--- src/rtl/dense_chain_pkg.sv ---
// Shared types and helpers for the dense-layer chain engine.
// DENSE_CHAIN_SAT_EN selects saturating (defined) or wrapping (undefined) narrowing.
package dense_chain_pkg;

   typedef enum logic [1:0] {
      ST_LOAD,
      ST_IDLE,
      ST_RUN,
      ST_OUT
   } state_t;

   function automatic int fan_max(input int num_in, input int num_nerves);
      return (num_in > num_nerves) ? num_in : num_nerves;
   endfunction

   function automatic int acc_width(input int bit_size, input int w_bit_size, input int fan);
      return bit_size + w_bit_size + $clog2(fan);
   endfunction

   // Result is sign-extended to 64 bits; the caller keeps the low `bits` bits.
   function automatic logic signed [63:0] narrow_val(input logic signed [63:0] v, input int bits);
`ifdef DENSE_CHAIN_SAT_EN
      logic signed [63:0] max_v;
      logic signed [63:0] min_v;
      max_v = (64'sd1 <<< (bits - 1)) - 64'sd1;
      min_v = -(64'sd1 <<< (bits - 1));
      if (v > max_v) return max_v;
      else if (v < min_v) return min_v;
      else return v;
`else
      return (v <<< (64 - bits)) >>> (64 - bits);
`endif
   endfunction

endpackage

--- src/rtl/dense_dot.sv ---
// One neuron: signed multiply-accumulate across FanMax lanes, shift, narrow, optional ReLU.
module dense_dot
   import dense_chain_pkg::*;
#(
   parameter int BitSize   = 8,
   parameter int W_BitSize = 4,
   parameter int FanMax    = 4,
   parameter int FracShift = 0
) (
   input  logic [FanMax-1:0][BitSize-1:0]   act,
   input  logic [FanMax-1:0][W_BitSize-1:0] wgt,
   input  logic                             relu,
   output logic [BitSize-1:0]               res
);

   localparam int AccW = acc_width(BitSize, W_BitSize, FanMax);

   logic signed [AccW-1:0] acc;
   logic signed [AccW-1:0] acc_sh;
   logic signed [AccW-1:0] a_x;
   logic signed [AccW-1:0] w_x;
   logic signed [BitSize-1:0] nar;

   // NOTE: every variable written here gets a value before any branch, so no latch is inferred.
   always_comb begin
      acc = '0;
      a_x = '0;
      w_x = '0;
      for (int i = 0; i < FanMax; i++) begin
         a_x = AccW'($signed(act[i]));
         w_x = AccW'($signed(wgt[i]));
         acc = acc + a_x * w_x;
      end
      acc_sh = acc >>> FracShift;
      nar    = BitSize'(narrow_val(64'(acc_sh), BitSize));
      res    = (relu && nar[BitSize-1]) ? '0 : nar;
   end

endmodule

--- src/rtl/dense_chain_engine.sv ---
// Weight-stationary chain of dense layers, one neuron per clock, ping-pong activations.
// Optional macro DENSE_CHAIN_SAT_EN: saturate instead of wrap when narrowing results.
module dense_chain_engine
   import dense_chain_pkg::*;
#(
   parameter int BitSize   = 8,
   parameter int W_BitSize = 4,
   parameter int NumIn     = 4,
   parameter int NumNerves = 4,
   parameter int NumLayers = 2,
   parameter int FracShift = 0
) (
   input  logic                                                clk,
   input  logic                                                res_n,
   input  logic                                                in_w_valid,
   input  logic [fan_max(NumIn, NumNerves)-1:0][W_BitSize-1:0] in_weights,
   input  logic                                                in_w_reload,
   input  logic                                                in_valid,
   input  logic [NumIn-1:0][BitSize-1:0]                       in_data,
   output logic                                                in_ready,
   input  logic [NumLayers-1:0]                                in_relu,
   output logic                                                out_valid,
   output logic [NumNerves-1:0][BitSize-1:0]                   out_data,
   input  logic                                                out_ready,
   output logic                                                w_loaded
);

   localparam int FanMax  = fan_max(NumIn, NumNerves);
   localparam int TotRows = NumLayers * NumNerves;
   localparam int RowW    = (TotRows > 1) ? $clog2(TotRows) : 1;
   localparam int NW      = (FanMax > 1) ? $clog2(FanMax) : 1;
   localparam int LW      = (NumLayers > 1) ? $clog2(NumLayers) : 1;

   state_t state, state_nxt;
   logic [RowW-1:0]      row;
   logic [NW-1:0]        nrn;
   logic [LW-1:0]        lyr;
   logic                 sel;
   logic [NumLayers-1:0] relu_q;

   logic [FanMax-1:0][W_BitSize-1:0] wmem [TotRows];
   logic [FanMax-1:0][BitSize-1:0]   act  [2];
   logic [FanMax-1:0][W_BitSize-1:0] w_row;
   logic [FanMax-1:0][BitSize-1:0]   act_in;
   logic [BitSize-1:0]               dot_res;

   logic last_row, last_nrn, last_lyr;
   assign last_row = (row == RowW'(TotRows - 1));
   assign last_nrn = (nrn == NW'(NumNerves - 1));
   assign last_lyr = (lyr == LW'(NumLayers - 1));

   // Lanes beyond a layer's fan-in are stored as zero so they never contribute.
   always_comb begin
      int lim;
      lim    = (row < RowW'(NumNerves)) ? NumIn : NumNerves;
      w_row  = in_weights;
      act_in = '0;
      act_in[NumIn-1:0] = in_data;
      for (int i = 0; i < FanMax; i++)
         if (i >= lim) w_row[i] = '0;
   end

   always_comb begin
      state_nxt = state;
      in_ready  = (state == ST_IDLE);
      out_valid = (state == ST_OUT);
      case (state)
         ST_LOAD: if (!in_w_reload && in_w_valid && last_row) state_nxt = ST_IDLE;
         ST_IDLE: begin
            if (in_w_reload)   state_nxt = ST_LOAD;
            else if (in_valid) state_nxt = ST_RUN;
         end
         ST_RUN:  if (last_nrn && last_lyr) state_nxt = ST_OUT;
         ST_OUT:  if (out_ready) state_nxt = ST_IDLE;
         default: state_nxt = ST_LOAD;
      endcase
   end

   // NOTE: weight storage has no reset; a full reload always precedes its use.
   always_ff @(posedge clk)
      if (state == ST_LOAD && in_w_valid && !in_w_reload) wmem[row] <= w_row;

   // NOTE: sequential state uses non-blocking assignments only.
   always_ff @(posedge clk or negedge res_n) begin
      if (!res_n) begin
         state    <= ST_LOAD;
         row      <= '0;
         nrn      <= '0;
         lyr      <= '0;
         sel      <= 1'b0;
         relu_q   <= '0;
         w_loaded <= 1'b0;
         out_data <= '0;
         act[0]   <= '0;
         act[1]   <= '0;
      end else begin
         state <= state_nxt;
         case (state)
            ST_LOAD: begin
               if (in_w_reload) row <= '0;
               else if (in_w_valid) begin
                  row <= last_row ? '0 : row + 1'b1;
                  if (last_row) w_loaded <= 1'b1;
               end
            end
            ST_IDLE: begin
               if (in_w_reload) begin
                  w_loaded <= 1'b0;
                  row      <= '0;
               end else if (in_valid) begin
                  act[0] <= act_in;
                  sel    <= 1'b0;
                  relu_q <= in_relu;
                  row    <= '0;
                  nrn    <= '0;
                  lyr    <= '0;
               end
            end
            ST_RUN: begin
               act[!sel][nrn] <= dot_res;
               if (last_lyr) out_data[nrn] <= dot_res;
               row <= last_row ? '0 : row + 1'b1;
               if (last_nrn) begin
                  nrn <= '0;
                  lyr <= lyr + 1'b1;
                  sel <= !sel;
               end else begin
                  nrn <= nrn + 1'b1;
               end
            end
            default: ;
         endcase
      end
   end

   dense_dot #(
      .BitSize  (BitSize),
      .W_BitSize(W_BitSize),
      .FanMax   (FanMax),
      .FracShift(FracShift)
   ) u_dot (
      .act (act[sel]),
      .wgt (wmem[row]),
      .relu(relu_q[lyr]),
      .res (dot_res)
   );

endmodule

--- config.mk ---
export PLATFORM = sky130hd
export DESIGN_NAME = dense_chain_engine
export DESIGN_NICKNAME = d
export VERILOG_FILES = /design/src/rtl/dense_chain_pkg.sv /design/src/rtl/dense_dot.sv /design/src/rtl/dense_chain_engine.sv
export SDC_FILE = /design/constraint.sdc
export NUM_CORES = 1
export LEC_CHECK = 0
export CORE_MARGIN = 4
export CORE_UTILIZATION = 60
export CTS_CLUSTER_SIZE = 40
export DETAILED_ROUTE_END_ITERATION = 6
export HOLD_SLACK_MARGIN = 0.15
export PLACE_DENSITY = 0.81
export SETUP_SLACK_MARGIN = 0.4
export SLEW_MARGIN = 5
export SYNTH_ARGS = -nofsm -noshare
export SYNTH_HDL_FRONTEND = slang
export SYNTH_HIERARCHICAL = 1
export SYNTH_SLANG_ARGS = --single-unit
--- constraint.sdc ---
create_clock -name clk -period 17.1 [get_ports clk]
set_input_delay 3.42 -clock clk [delete_from_list [all_inputs] [get_ports clk]]
set_output_delay 3.42 -clock clk [all_outputs]
set_load 0.05 [all_outputs]
==> results.ini <==
[routing]
drcViolationCount=0
drt_iter0_drc=743
vias_per_cell=6.07
routedWlPerCell_microns=22.3
antenna_left=0
vias=8727
dr.pass1.iters=5
routed_wl_microns=32100

[synth]
synth.distinct_cells=60
syn-cell-area_sq_um=13200
synth-compound-area-share_pct=8.48
ys.flop_type=edfxtp_1
synthCells=1047
synthSimpleGateAreaFrac_pct=7.96
synthAdderAreaFrac_pct=14.5
synth_edf_count=128
seq_area_frac_synth_pct=49.4
synthXorXnorAreaFrac_pct=2.96
synth_top_cells_by_area=edfxtp_1 (29%), dfrtp_1 (20%), fa_1 (11%)
async_reset_ff_share_pct=45.8
syn-num-nets=1214
synth_area_leader_cell=edfxtp_1
synth-seq-cells=236
synth_top_area_share_pct=29.0
synthMuxAreaShare_pct=12.2
avgSynthCellArea_sq_um=12.7
synth_top_family_by_area=adder cells
yosys_warnings=6

[clock_network]
cts-resized-gates=0
numClockSinks=236
clk_path_buf_depth=3
cts_buffers=25
cts_setup_buffers=0
clock_latency_ns=0.53
cts_tree=built
cts_hold_buffers=0
cts-root-buf=clkbuf_16
htreeDepth=1
clkTransAtPathRegs_ns=0.06

[grt]
grt_max_degree=64
grt_pass1_wl_microns=50200
grt_antenna_before_repair=0
grt_overflow_total=0
grtUsageTotal_pct=26.5
grt_pass1_vias=9043

[worst_setup_path]
end_kind=register
reg2reg_from=row[1]$_DFFE_PN0P_
worst_path_most_repeated_cell=fa_1
r2r_slack_ns=8.19
path_buf_inv=3
crit_path_end=act[44]$_DFFE_PN0P_
crit_slowest_cell=a21oi_1
critPathLaunch=row[1]$_DFFE_PN0P_
critPathMaxStageDelay_ns=1.09
cp.depth=22
start_kind=register
r2r_end=act[44]$_DFFE_PN0P_
crit_required_ns=17.53
arrival_ns=9.34
crit_fanout=30
ff2ff_path_depth=22
path_class=reg2reg
crit_path_cell_trace=buf_4 -> nor2b_1 -> a221oi_1 -> o22ai_1 -> nand2_1 -> fa_1 -> fa_1 -> inv_1 -> fa_1 -> inv_1 -> fa_1 -> fa_1 -> fa_1 -> xnor2_1 -> xnor2_1 -> xnor2_2 -> xnor2_1 -> xnor3_2 -> xnor2_4 -> a21oi_1 -> nand2_1 -> o21ai_0
critPathTopFamily=adder cells

[min_path]
hold_depth=1
worstHoldPathType=reg2reg

[placed_design]
gp_congestion=0.904
io_buffers=90
place_hpwl_microns=22700

[timing]
worst_pin_slew_ns=1.38
setup_viol=0
relSlewSlack_pct=7.67
period_needed_ns=8.91
fmax_ghz=0.112
setup-tns-final_ns=0
hold_violations=0
drv_slew=0
skew_ns=0.0177
rsz0062_at_grt=false
fin_crit_sh_pct=52.1

[cells_and_area]
n_antenna_cell=0
area_growth_pct=14.7
nets=1307
drive_above_1_share_pct=15.6
fill_cells=1497

[run]
cap_violations=0

[floorplan]
fp.coreArea_sq_um=21800
die_h_microns=157
die-area_sq_um=24500
fp-row-count=54
initial_core_util_pct=60.9
ios=91
die_x_microns=157

[status]
status=finished clean

worst min-delay path by stage:
stage | slack [ns] | to | from
after detailed placement | 0.49 | act[28]$_DFFE_PN0P_ | act[28]$_DFFE_PN0P_
final | 0.50 | act[28]$_DFFE_PN0P_ | act[28]$_DFFE_PN0P_
after CTS | 0.50 | act[28]$_DFFE_PN0P_ | act[28]$_DFFE_PN0P_
after floorplan | 0.47 | act[32]$_DFFE_PN0P_ | act[32]$_DFFE_PN0P_
after global routing | 0.51 | act[3]$_DFFE_PN0P_ | act[3]$_DFFE_PN0P_
after global placement | 0.48 | act[31]$_DFFE_PN0P_ | act[31]$_DFFE_PN0P_
kinds of logic after synthesis:
family,after synthesis
compound gates,163
xor+xnor,40
fa+ha+maj,112
buf+inv,140
flops,236
mux,143
simple gates,213
Yosys cell counts, drive strengths merged, types with 6 or more instances:
cell type    n
mux2i       28
nor2b       11
edfxtp     128
dfrtp      108
ha          41
clkbuf       6
and2        42
a22o        11
nor2        51
mux2       111
a22oi       29
buf         36
a21oi       23
a31oi       10
o21ai       37
xnor2       33
xor2         6
a211oi       6
nand2       70
a221oi       8
o22ai       13
nand2b      17
inv         98
nand3        7
fa          70
placed cells by master (no fill, tap or decap), types with 3 or more instances in the layout:
| cell type | Yosys | routed |
|---|---|---|
| a31oi_1 | 10 | 10 |
| o22ai_1 | 13 | 13 |
| mux2_2 | 111 | 111 |
| clkbuf_8 | 0 | 4 |
| and2b_1 | 4 | 4 |
| ha_1 | 41 | 41 |
| fa_1 | 70 | 70 |
| a221oi_1 | 8 | 8 |
| inv_1 | 97 | 97 |
| edfxtp_1 | 128 | 128 |
| buf_4 | 7 | 19 |
| a32oi_1 | 3 | 3 |
| a22oi_1 | 29 | 29 |
| a22o_1 | 11 | 11 |
| clkdlybuf4s50_1 | 0 | 89 |
| nor2_1 | 51 | 51 |
| xor2_1 | 6 | 6 |
| nand2_1 | 70 | 70 |
| a21oi_1 | 22 | 22 |
| a211oi_1 | 6 | 6 |
| dfrtp_1 | 108 | 107 |
| o221ai_1 | 4 | 4 |
| mux2i_1 | 28 | 28 |
| nand3_1 | 5 | 5 |
| nand2b_1 | 17 | 17 |
| a211o_1 | 3 | 3 |
| mux4_2 | 4 | 4 |
| clkinv_1 | 0 | 3 |
| clkbuf_1 | 6 | 8 |
| clkbuf_16 | 0 | 25 |
| xnor2_1 | 31 | 31 |
| nor2b_1 | 11 | 11 |
| o21ai_0 | 37 | 36 |
| and2_1 | 41 | 41 |
| a21o_1 | 4 | 4 |
worst register-to-register path, stage by stage, from the launching register on:
cell	delay (ns)
dfrtp_2	0.68
buf_4	0.46
nor2b_1	0.60
a221oi_1	0.20
o22ai_1	0.72
nand2_1	0.19
fa_1	0.52
fa_1	0.50
inv_1	0.06
fa_1	0.49
inv_1	0.06
fa_1	0.57
fa_1	0.44
fa_1	0.39
xnor2_1	0.15
xnor2_1	0.26
xnor2_2	0.15
xnor2_1	0.14
xnor3_2	0.49
xnor2_4	0.18
a21oi_1	1.09
nand2_1	0.23
o21ai_0	0.25
flip-flops by register name (all words and copies together) (netlist names):
name      count
relu_q        2
state         2
row           3
sel           1
last_lyr      1
w_loaded      1
wmem        128
out_data     32
act          64
nrn           2
layer usage:
metal	GRT usage, %	wire length, microns	vias up
met3	4.73	2540	86
met5	0	0	-
met4	9.75	1200	0
li1	-	-	3851
met2	43.5	15900	414
met1	35.7	12500	4376
final cells by class:
type | instances | area (sq um) | area share (%)
multi-input cells | 671 | 6120 | 40.3
inverters | 98 | 368 | 2.42
repair buffers | 108 | 1030 | 6.80
clock buffers | 37 | 711 | 4.68
clock inverters | 7 | 56.3 | 0.371
well taps | 280 | 350 | 2.31
flip-flops and latches | 236 | 6550 | 43.1
through the flow:
step	cell area, sq um	hold slack (ns)	setup WS [ns]	util (%)	cells
floorplan	13200	0.469	10.23	-	1047
global placement	14400	0.481	8.59	66.3	1393
detailed placement	14400	0.490	8.37	66.3	1393
CTS	15200	0.503	8.26	69.8	1437
global route	15200	0.508	7.77	69.8	1437
finish	15200	0.500	8.19	69.8	1437
Power is left out: the tool's default activity adds up to more than one toggle a clock period on the data nets, which glitch-free logic cannot reach.
